### src/rtl/systolic_pkg.sv
// Shared definitions for the output-stationary systolic array:
// default operand sizing, accumulator width derivation and the
// operand-beat type used by the array top and the operand feeders.
package systolic_pkg;

  localparam int DATA_W_DEF = 8;
  localparam int K_MAX_DEF  = 16;

  // Full-precision product plus enough headroom for K_MAX additions.
  function automatic int acc_width(input int data_w, input int k_max);
    return 2 * data_w + $clog2(k_max);
  endfunction

  // One operand beat as it travels along a row or column.
  typedef struct packed {
    logic [DATA_W_DEF-1:0] data;
    logic                  vld;
    logic                  last;
  } beat_t;

endpackage

### src/rtl/pe_mac_acc.sv
// Multiply-accumulate core of the output-stationary PE.
// Holds the running accumulator and the double-buffered result register,
// and muxes between tile completion and the drain shift chain.
// Optional saturation is compiled in with the PE_SAT_EN macro; without it
// every sum wraps modulo 2^ACC_W.
module pe_mac_acc
  import systolic_pkg::*;
#(
  parameter int DATA_W = DATA_W_DEF,
  parameter int ACC_W  = acc_width(DATA_W_DEF, K_MAX_DEF),
  parameter int SIGNED = 1
) (
  input  logic              clk,
  input  logic              rst,
  input  logic [DATA_W-1:0] a,
  input  logic [DATA_W-1:0] b,
  input  logic              fire,
  input  logic              last,
  input  logic              drain_shift,
  input  logic [ACC_W-1:0]  drain_in,
  input  logic              drain_vld_in,
  output logic [ACC_W-1:0]  res,
  output logic              res_vld,
  output logic              completion,
  output logic              sat_hit
);

  localparam int PROD_W = 2 * DATA_W;
  localparam int EXT_W  = ACC_W - PROD_W;

  logic [ACC_W-1:0] acc;
  logic [ACC_W-1:0] prod_ext;
  logic [ACC_W-1:0] sum;

  // Full-width product, sign- or zero-extended to the accumulator width.
  generate
    if (SIGNED != 0) begin : g_signed
      logic signed [PROD_W-1:0] prod;
      assign prod     = $signed(a) * $signed(b);
      assign prod_ext = {{EXT_W{prod[PROD_W-1]}}, prod};
    end else begin : g_unsigned
      logic [PROD_W-1:0] prod;
      assign prod     = a * b;
      assign prod_ext = {{EXT_W{1'b0}}, prod};
    end
  endgenerate

`ifdef PE_SAT_EN
  logic [ACC_W:0]   sum_wide;
  logic             ovf;
  logic [ACC_W-1:0] sat_val;

  // Sum with one guard bit; clamp to the representable range on overflow.
  always_comb begin
    if (SIGNED != 0) begin
      sum_wide = {acc[ACC_W-1], acc} + {prod_ext[ACC_W-1], prod_ext};
      ovf      = sum_wide[ACC_W] ^ sum_wide[ACC_W-1];
      sat_val  = sum_wide[ACC_W] ? {1'b1, {(ACC_W-1){1'b0}}}
                                 : {1'b0, {(ACC_W-1){1'b1}}};
    end else begin
      sum_wide = {1'b0, acc} + {1'b0, prod_ext};
      ovf      = sum_wide[ACC_W];
      sat_val  = {ACC_W{1'b1}};
    end
    sum     = ovf ? sat_val : sum_wide[ACC_W-1:0];
    sat_hit = fire & ovf;
  end
`else
  // Plain modular sum.
  always_comb begin
    sum     = acc + prod_ext;
    sat_hit = 1'b0;
  end
`endif

  assign completion = fire & last;

  // Accumulator: clears on completion so the next tile can start at once.
  always_ff @(posedge clk) begin
    if (rst) begin
      acc <= '0;
    end else if (completion) begin
      acc <= '0;
    end else if (fire) begin
      acc <= sum;
    end
  end

  // Result register: completion has priority over the drain shift.
  always_ff @(posedge clk) begin
    if (rst) begin
      res     <= '0;
      res_vld <= 1'b0;
    end else if (completion) begin
      res     <= sum;
      res_vld <= 1'b1;
    end else if (drain_shift) begin
      res     <= drain_in;
      res_vld <= drain_vld_in;
    end
  end

endmodule

### src/rtl/systolic_pe_os.sv
// Output-stationary systolic processing element.
// Forwards both operand streams with one cycle of latency, accumulates
// valid operand pairs in pe_mac_acc, and flags result overruns in a
// sticky err bit. Define PE_SAT_EN to make sums saturate instead of wrap;
// saturation events are then also reported through err.
module systolic_pe_os
  import systolic_pkg::*;
#(
  parameter int DATA_W = DATA_W_DEF,
  parameter int K_MAX  = K_MAX_DEF,
  parameter int ACC_W  = acc_width(DATA_W, K_MAX),
  parameter int SIGNED = 1
) (
  input  logic              clk,
  input  logic              rst,
  input  logic [DATA_W-1:0] a_in,
  input  logic              a_vld_in,
  input  logic              last_in,
  input  logic [DATA_W-1:0] b_in,
  input  logic              b_vld_in,
  output logic [DATA_W-1:0] a_out,
  output logic              a_vld_out,
  output logic              last_out,
  output logic [DATA_W-1:0] b_out,
  output logic              b_vld_out,
  input  logic              drain_shift,
  input  logic [ACC_W-1:0]  drain_in,
  input  logic              drain_vld_in,
  output logic [ACC_W-1:0]  drain_out,
  output logic              drain_vld_out,
  output logic              err
);

  logic fire;
  logic completion;
  logic sat_hit;
  logic overrun;

  assign fire = a_vld_in & b_vld_in;

  pe_mac_acc #(
    .DATA_W (DATA_W),
    .ACC_W  (ACC_W),
    .SIGNED (SIGNED)
  ) u_mac (
    .clk          (clk),
    .rst          (rst),
    .a            (a_in),
    .b            (b_in),
    .fire         (fire),
    .last         (last_in),
    .drain_shift  (drain_shift),
    .drain_in     (drain_in),
    .drain_vld_in (drain_vld_in),
    .res          (drain_out),
    .res_vld      (drain_vld_out),
    .completion   (completion),
    .sat_hit      (sat_hit)
  );

  // An overrun loses a result: either the held one (no shift to move it
  // south) or the incoming drain word (completion claims the register).
  assign overrun = completion &
                   ((drain_vld_out & ~drain_shift) | (drain_shift & drain_vld_in));

  // Operand forwarding: unconditional, downstream cells qualify by valid.
  always_ff @(posedge clk) begin
    if (rst) begin
      a_out     <= '0;
      a_vld_out <= 1'b0;
      last_out  <= 1'b0;
      b_out     <= '0;
      b_vld_out <= 1'b0;
    end else begin
      a_out     <= a_in;
      a_vld_out <= a_vld_in;
      last_out  <= last_in;
      b_out     <= b_in;
      b_vld_out <= b_vld_in;
    end
  end

  // Sticky error flag, cleared only by reset.
  always_ff @(posedge clk) begin
    if (rst) begin
      err <= 1'b0;
    end else if (overrun | sat_hit) begin
      err <= 1'b1;
    end
  end

endmodule

### config.mk
export PLATFORM = sky130hd
export DESIGN_NAME = systolic_pe_os
export DESIGN_NICKNAME = d
export VERILOG_FILES = /design/src/rtl/systolic_pkg.sv /design/src/rtl/pe_mac_acc.sv /design/src/rtl/systolic_pe_os.sv
export SDC_FILE = /design/constraint.sdc
export NUM_CORES = 1
export LEC_CHECK = 0
export ABC_AREA = 1
export ABC_CLOCK_PERIOD_IN_PS = 7100
export BUFFER_PORTS_ARGS = -buffer_cell sky130_fd_sc_hd__clkbuf_2
export CORE_MARGIN = 10
export CORE_UTILIZATION = 45
export DETAILED_ROUTE_END_ITERATION = 8
export PLACE_DENSITY = 0.65
export SYNTH_ARGS = -nofsm -noshare
export SYNTH_HDL_FRONTEND = slang
export SYNTH_SLANG_ARGS = --single-unit
### constraint.sdc
create_clock -name clk -period 7.1 [get_ports clk]
set_clock_uncertainty 0.05 [all_clocks]
set_input_delay 0.71 -clock clk [delete_from_list [all_inputs] [get_ports clk]]
set_output_delay 0.71 -clock clk [all_outputs]
set_load 0.02 [all_outputs]
==> results of run 1 <==
==> cell families after synthesis <==
logic type | synth area share
fa+ha+maj | 0.283
xor+xnor | 0.0241
simple gates | 0.241
compound gates | 0.0917
flops | 0.198
mux | 0.00162
buf+inv | 0.161
==> metal layers <==
layer / vias up / GRT usage / wire (um)
met1: 2509 / 0.215 / 6950
li1: 2828 / - / -
met5: - / 0 / 0
met2: 69 / 0.266 / 6860
met4: 0 / 0.0427 / 161
met3: 8 / 0.0264 / 480
==> power by group through the flow <==
stage / Sequential (mW) / Clock (mW) / Combinational, mW
after CTS: 0.407 / 0.453 / 2.30
after floorplan: 0.434 / 0 / 1.80
after global placement: 0.414 / 0 / 2.29
final: 0.407 / 0.446 / 2.30
after global routing: 0.412 / 0.472 / 2.65
after detailed placement: 0.414 / 0 / 2.29
==> flip-flops by register name, indices dropped and copies added (netlist names) <==
register       count
b_out              8
u_mac.res_vld      1
a_out              8
u_mac.acc         20
last_out           1
u_mac.res         20
b_vld_out          1
err                1
a_vld_out          1
==> final cells by class <==
class                      count  area, um2  share of cell area
multi-input combinational    577       3960               0.566
sequential                    61       1220               0.175
inverter                     231        867               0.124
timing repair buffer          85        430              0.0616
clock buffer                  11        233              0.0333
tap                          176        220              0.0315
clock inverter                 5       60.1             0.00859
==> worst max-delay path: cells and delay by family <==
family	cells	cell delay (ps)
AO/OA/AOI/OAI	4	610
XOR/XNOR	1	140
adder cells (fa/ha/maj)	6	2770
buffers and inverters	9	650
AND/OR/NAND/NOR	11	1250
==> path summary, 6_finish.rpt <==
path | end | slack (ps) | start
max | u_mac.acc[18] | 1160 | a_in[3]
min | u_mac.res[17] | 420 | u_mac.res[17]
max reg2reg | u_mac.acc[16] | 4820 | u_mac.acc[0]
min reg2reg | u_mac.res[17] | 420 | u_mac.res[17]
==> cells in the final DEF, fill, tap and decap left out, drive strengths merged <==
cell      synthesis  routed
clkinv            0       2
nand2           226     226
inv             231     232
o21a              2       2
fa               56      56
a21oi            41      41
a21o              3       3
clkinvlp          0       1
dfxtp            61      61
clkbuf           22      94
xor2             10      10
nand4             8       8
buf               9       2
a21boi            1       1
o21bai            7       7
bufinv            0       1
mux2i             1       1
nor2             71      71
a31oi             6       6
nand3            49      49
o21ai            17      17
o2111ai           1       1
ha               50      50
nor3              2       2
o211ai           16      16
xnor2             7       7
and2              3       3
==> run_results.csv, run 1 <==
group,metric,value,unit
outcome,status,"finished, final reports clean",
global_routing,overflow,0,
finish,final_cell_area,6990,um2
logic_synthesis,synth-main-ff-cell,"dfxtp_1",
global_routing,grt_pass1_vias,5268,
hold_path,hold_depth,2,
placed_design,port_buffers,83,
logic_synthesis,yosys-top-cells-count,"229 x inv_1, 218 x nand2_1, 68 x nor2_1",
clock_tree,clk_pin_slew,60,ps
finish,layout-drive-gt1-share,0.124,
clock_tree,post_cts_buffers,0,
timing,slew_viol_final,0,
logic_synthesis,yosys_warnings,0,
timing,worst_slack,1160,ps
finish,final_cell_count_no_fill,1146,
floorplan,die_h,137,um
power,vdd_drop_max,0.264,mV
timing,tightest_slew,997,ps
logic_synthesis,yosysMostFrequentCell,"inv_1",
logic_synthesis,syn_area_per_cell,6.86,um2
clock_tree,cts_tree,"yes",
global_routing,grt_first_pass_wirelength,24.8,mm
global_routing,grt_usage,0.162,
clock_tree,cts-root-buf,"clkbuf_16",
critical_path,critPathLaunchType,"input pin",
power,p_leak,4.22,nW
finish,nets,1114,
floorplan,fp.coreArea,13300,um2
critical_path,cp.arrival,6120,ps
critical_path,cp_data_required_time,7270,ps
detailed_routing,wire_per_inst,12.6,um
placed_design,place_area,6700,um2
floorplan,fp.dieArea,18800,um2
placed_design,pre_cts_ws,818,ps
critical_path,ff2ff_path_depth,14,
detailed_routing,wl,14.5,mm
power,p_per_area,451,nW/um2
floorplan,die_width,137,um
detailed_routing,drc,0,
critical_path,slowest_stage,"fa_1",
logic_synthesis,netlist_area,6170,um2
detailed_routing,via_count,5414,
critical_path,cp-end-kind,"register",
clock_tree,cts_buffers,9,
detailed_routing,ant_nets,0,
logic_synthesis,ys_seq_elements,61,
job,cap_violations,0,
power,comb_power_share,0.730,
logic_synthesis,synth_edf_count,0,
logic_synthesis,synth_top_area_frac,0.198,
logic_synthesis,synth.area.top_cells,"dfxtp_1 20%, fa_1 18%, inv_1 14%, nand2_1 13%, ha_1 10%",
power,intPower,1.48,mW
clock_tree,cts_sinks,61,
timing,period_share,0.837,
power,switchingPower,1.68,mW
floorplan,ios,84,
floorplan,start_util,0.462,
logic_synthesis,yosysUniqueCellTypes,33,
critical_path,max_stage_delay,530,ps
timing,fin_hold_ws,415,ps
logic_synthesis,synth.yosys.seq_area_share,0.198,
logic_synthesis,syn_nets,1049,
finish,utilization,0.524,
timing,finalSetupViolCount,0,
global_routing,grt_max_degree,38,
critical_path,crit_top_cell,"inv_1",
placed_design,dpl.cell_count,1130,
clock_tree,postCtsHoldBufs,0,
power,clock_power_share,0.141,
timing,hold_viol,0,
clock_tree,clk_latency,330,ps
placed_design,place_hpwl,11.8,mm
power,total_power,3.15,mW
timing,fmax,168,MHz
power,swShare,0.532,
logic_synthesis,synth_top_cell_by_area,"dfxtp_1",
floorplan,rows,42,
placed_design,gp_congestion,0.859,
hold_path,hp-class,"reg2reg",
detailed_routing,viasPerCell,4.72,
power,p_seq_frac,0.129,
timing,slew_headroom,0.335,
finish,nFillCells,1371,
critical_path,critPathKind,"in2reg",
timing,setup_tns,0,ps
detailed_routing,firstDrtPassIters,5,
logic_synthesis,async_flop_share,0,
clock_tree,h-tree-depth,3,
finish,areaGrowthSynthToFinish,13.3,%
clock_tree,cts_buffer_depth,2,
timing,rsz0062_at_grt,"no",
logic_synthesis,synth_cells,900,
global_routing,antenna_found_initial,0,
timing,period_needed,5940,ps
critical_path,cp_max_fo,9,
finish,antenna_cells,0,
detailed_routing,dr.first_iter.drc_count,371,
clock_tree,cts_resized,0,
Power figures use the tool's default switching activity.
==> inputs of run 2 (changes only) <==
--- a/config.mk
+++ b/config.mk
@@ -6,7 +6,7 @@
 export NUM_CORES = 1
 export LEC_CHECK = 0
 export ABC_AREA = 1
-export ABC_CLOCK_PERIOD_IN_PS = 7100
+export ABC_CLOCK_PERIOD_IN_PS = 5900
 export BUFFER_PORTS_ARGS = -buffer_cell sky130_fd_sc_hd__clkbuf_2
 export CORE_MARGIN = 10
 export CORE_UTILIZATION = 45
==> constraint.sdc (replaced) <==
create_clock -name clk -period 5.9 [get_ports clk]
set_clock_uncertainty 0.05 [all_clocks]
set_input_delay 0.59 -clock clk [delete_from_list [all_inputs] [get_ports clk]]
set_output_delay 0.59 -clock clk [all_outputs]
set_load 0.02 [all_outputs]
==> run 2 against run 1 <==
Against the previous run:
- via count grew 4.2%
- flip-flop and latch count is the same
- wire length grew 6.1%
==> run_results.csv, run 2 (synthesis gave the netlist of run 1 again) <==
group,metric,value,unit
critical_path,critPathKind,"in2reg",
timing,slew_viol_final,0,
critical_path,slowest_stage,"fa_1",
critical_path,reg2reg_to,"u_mac.res[10]",
timing,worst_slack,406,ps
critical_path,max_stage_delay,560,ps
clock_tree,cts_sinks,61,
critical_path,worstReg2RegStart,"u_mac.acc[0]",
global_routing,grt_pass1_vias,5517,
floorplan,die_width,137,um
detailed_routing,ant_nets,0,
placed_design,pre_cts_ws,-74.7,ps
floorplan,rows,42,
finish,nets,1168,
placed_design,place_hpwl,12.5,mm
detailed_routing,viasPerCell,4.71,
floorplan,start_util,0.462,
finish,multi_input_area,4140,um2
critical_path,cp_max_fo,6,
clock_tree,h-tree-depth,3,
floorplan,fp.dieArea,18800,um2
global_routing,overflow,0,
detailed_routing,via_count,5644,
detailed_routing,firstDrtPassIters,5,
hold_path,hold_end,"a_vld_out",
finish,utilization,0.567,
hold_path,min_from,"a_vld_in",
power,vdd_drop_max,0.334,mV
placed_design,dpl.cell_count,1184,
critical_path,cp-end-kind,"register",
finish,antenna_cells,0,
clock_tree,cts-root-buf,"clkbuf_16",
timing,slew_headroom,0.337,
timing,hold_viol,0,
critical_path,crit_top_cell,"inv_1",
critical_path,r2r_slack,3570,ps
floorplan,die_h,137,um
critical_path,cp.arrival,5670,ps
timing,fin_hold_ws,403,ps
hold_path,hold_depth,3,
critical_path,cp_data_required_time,6080,ps
finish,final_common_cell,"inv_1",
floorplan,ios,84,
critical_path,ff2ff_path_depth,14,
timing,finalSetupViolCount,0,
finish,final_cell_count_no_fill,1198,
critical_path,startpoint,"a_in[7]",
clock_tree,clk_pin_slew,50,ps
finish,areaGrowthSynthToFinish,22.6,%
critical_path,critPathLaunchType,"input pin",
timing,period_needed,5490,ps
clock_tree,cts_buffers,9,
timing,period_share,0.931,
hold_path,hp-class,"in2reg",
power,p_per_area,585,nW/um2
finish,top_regs,"u_mac.acc (20), u_mac.res (20)",
timing,tightest_slew,994,ps
detailed_routing,wl,15.3,mm
clock_tree,cts_buffer_depth,2,
timing,fmax,182,MHz
finish,layout-drive-gt1-share,0.197,
global_routing,grt_usage,0.170,
placed_design,port_buffers,83,
finish,nFillCells,1330,
detailed_routing,wire_per_inst,12.8,um
power,p_leak,4.48,nW
job,cap_violations,0,
finish,final_cell_mix,"226 x inv_1, 213 x nand2_1, 82 x clkbuf_2",
clock_tree,cts_tree,"yes",
global_routing,antenna_found_initial,0,
floorplan,fp.coreArea,13300,um2
detailed_routing,dr.first_iter.drc_count,364,
outcome,status,"finished, final reports clean",
global_routing,grt_max_degree,38,
detailed_routing,drc,0,
placed_design,gp_congestion,0.875,
finish,layout.area.seq,1220,um2
global_routing,grt_first_pass_wirelength,25.8,mm
clock_tree,clk_latency,340,ps
==> run 2: timing repair <==
item	4_1_cts	5_1_grt
buffers inserted	0	0
resized for setup	0	35
endpoints found under the setup margin	0	14
hold buffers	0	0
==> run 2: report_power, final <==
| part | total, mW | internal (mW) | switching [mW] |
|---|---|---|---|
| Clock | 0.522 | 0.322 | 0.200 |
| Combinational | 3.41 | 1.41 | 1.99 |
| Sequential | 0.495 | 0.462 | 0.0327 |
| Total | 4.42 | 2.20 | 2.23 |
==> run 2: stage by stage <==
stage	area [um2]	power (mW)	setup TNS (ps)
final	7570	4.42	0
after global routing	7570	4.93	-43.4
after CTS	7380	4.08	0
after detailed placement	7100	3.54	-330
after global placement	7100	3.53	-245
after floorplan	6170	2.68	0
==> run 2: how the worst max path moves through the flow <==
stage	depth (start not counted)	end	slack (ps)
2_1_floorplan	33	u_mac.res[19]	200
3_3_place_gp	26	u_mac.res[18]	-80
3_5_place_dp	26	u_mac.res[18]	-70
4_1_cts	29	u_mac.acc[19]	270
5_1_grt	31	u_mac.acc[19]	-30
6_report	31	u_mac.acc[19]	410
==> run 2: layer usage <==
metal / wire [um] / vias to the layer above / track usage
met5: 0 / - / 0
met4: 252 / 0 / 0.0662
met3: 826 / 14 / 0.0257
met2: 7050 / 109 / 0.269
met1: 7200 / 2578 / 0.229
li1: - / 2943 / -
==> run 2: final cells by class <==
cell class / instances / area share
clock inverters: 4 / 0.00678
inverters: 231 / 0.115
multi-input cells: 577 / 0.547
flip-flops and latches: 61 / 0.161
clock buffers: 10 / 0.0303
well taps: 176 / 0.0291
repair buffers: 139 / 0.110
==> run 2: worst max-delay path: cells and delay by family <==
kind	cells	cell delay (ps)
compound gates	1	130
fa+ha+maj	6	2730
buf+inv	9	750
simple gates	15	1450
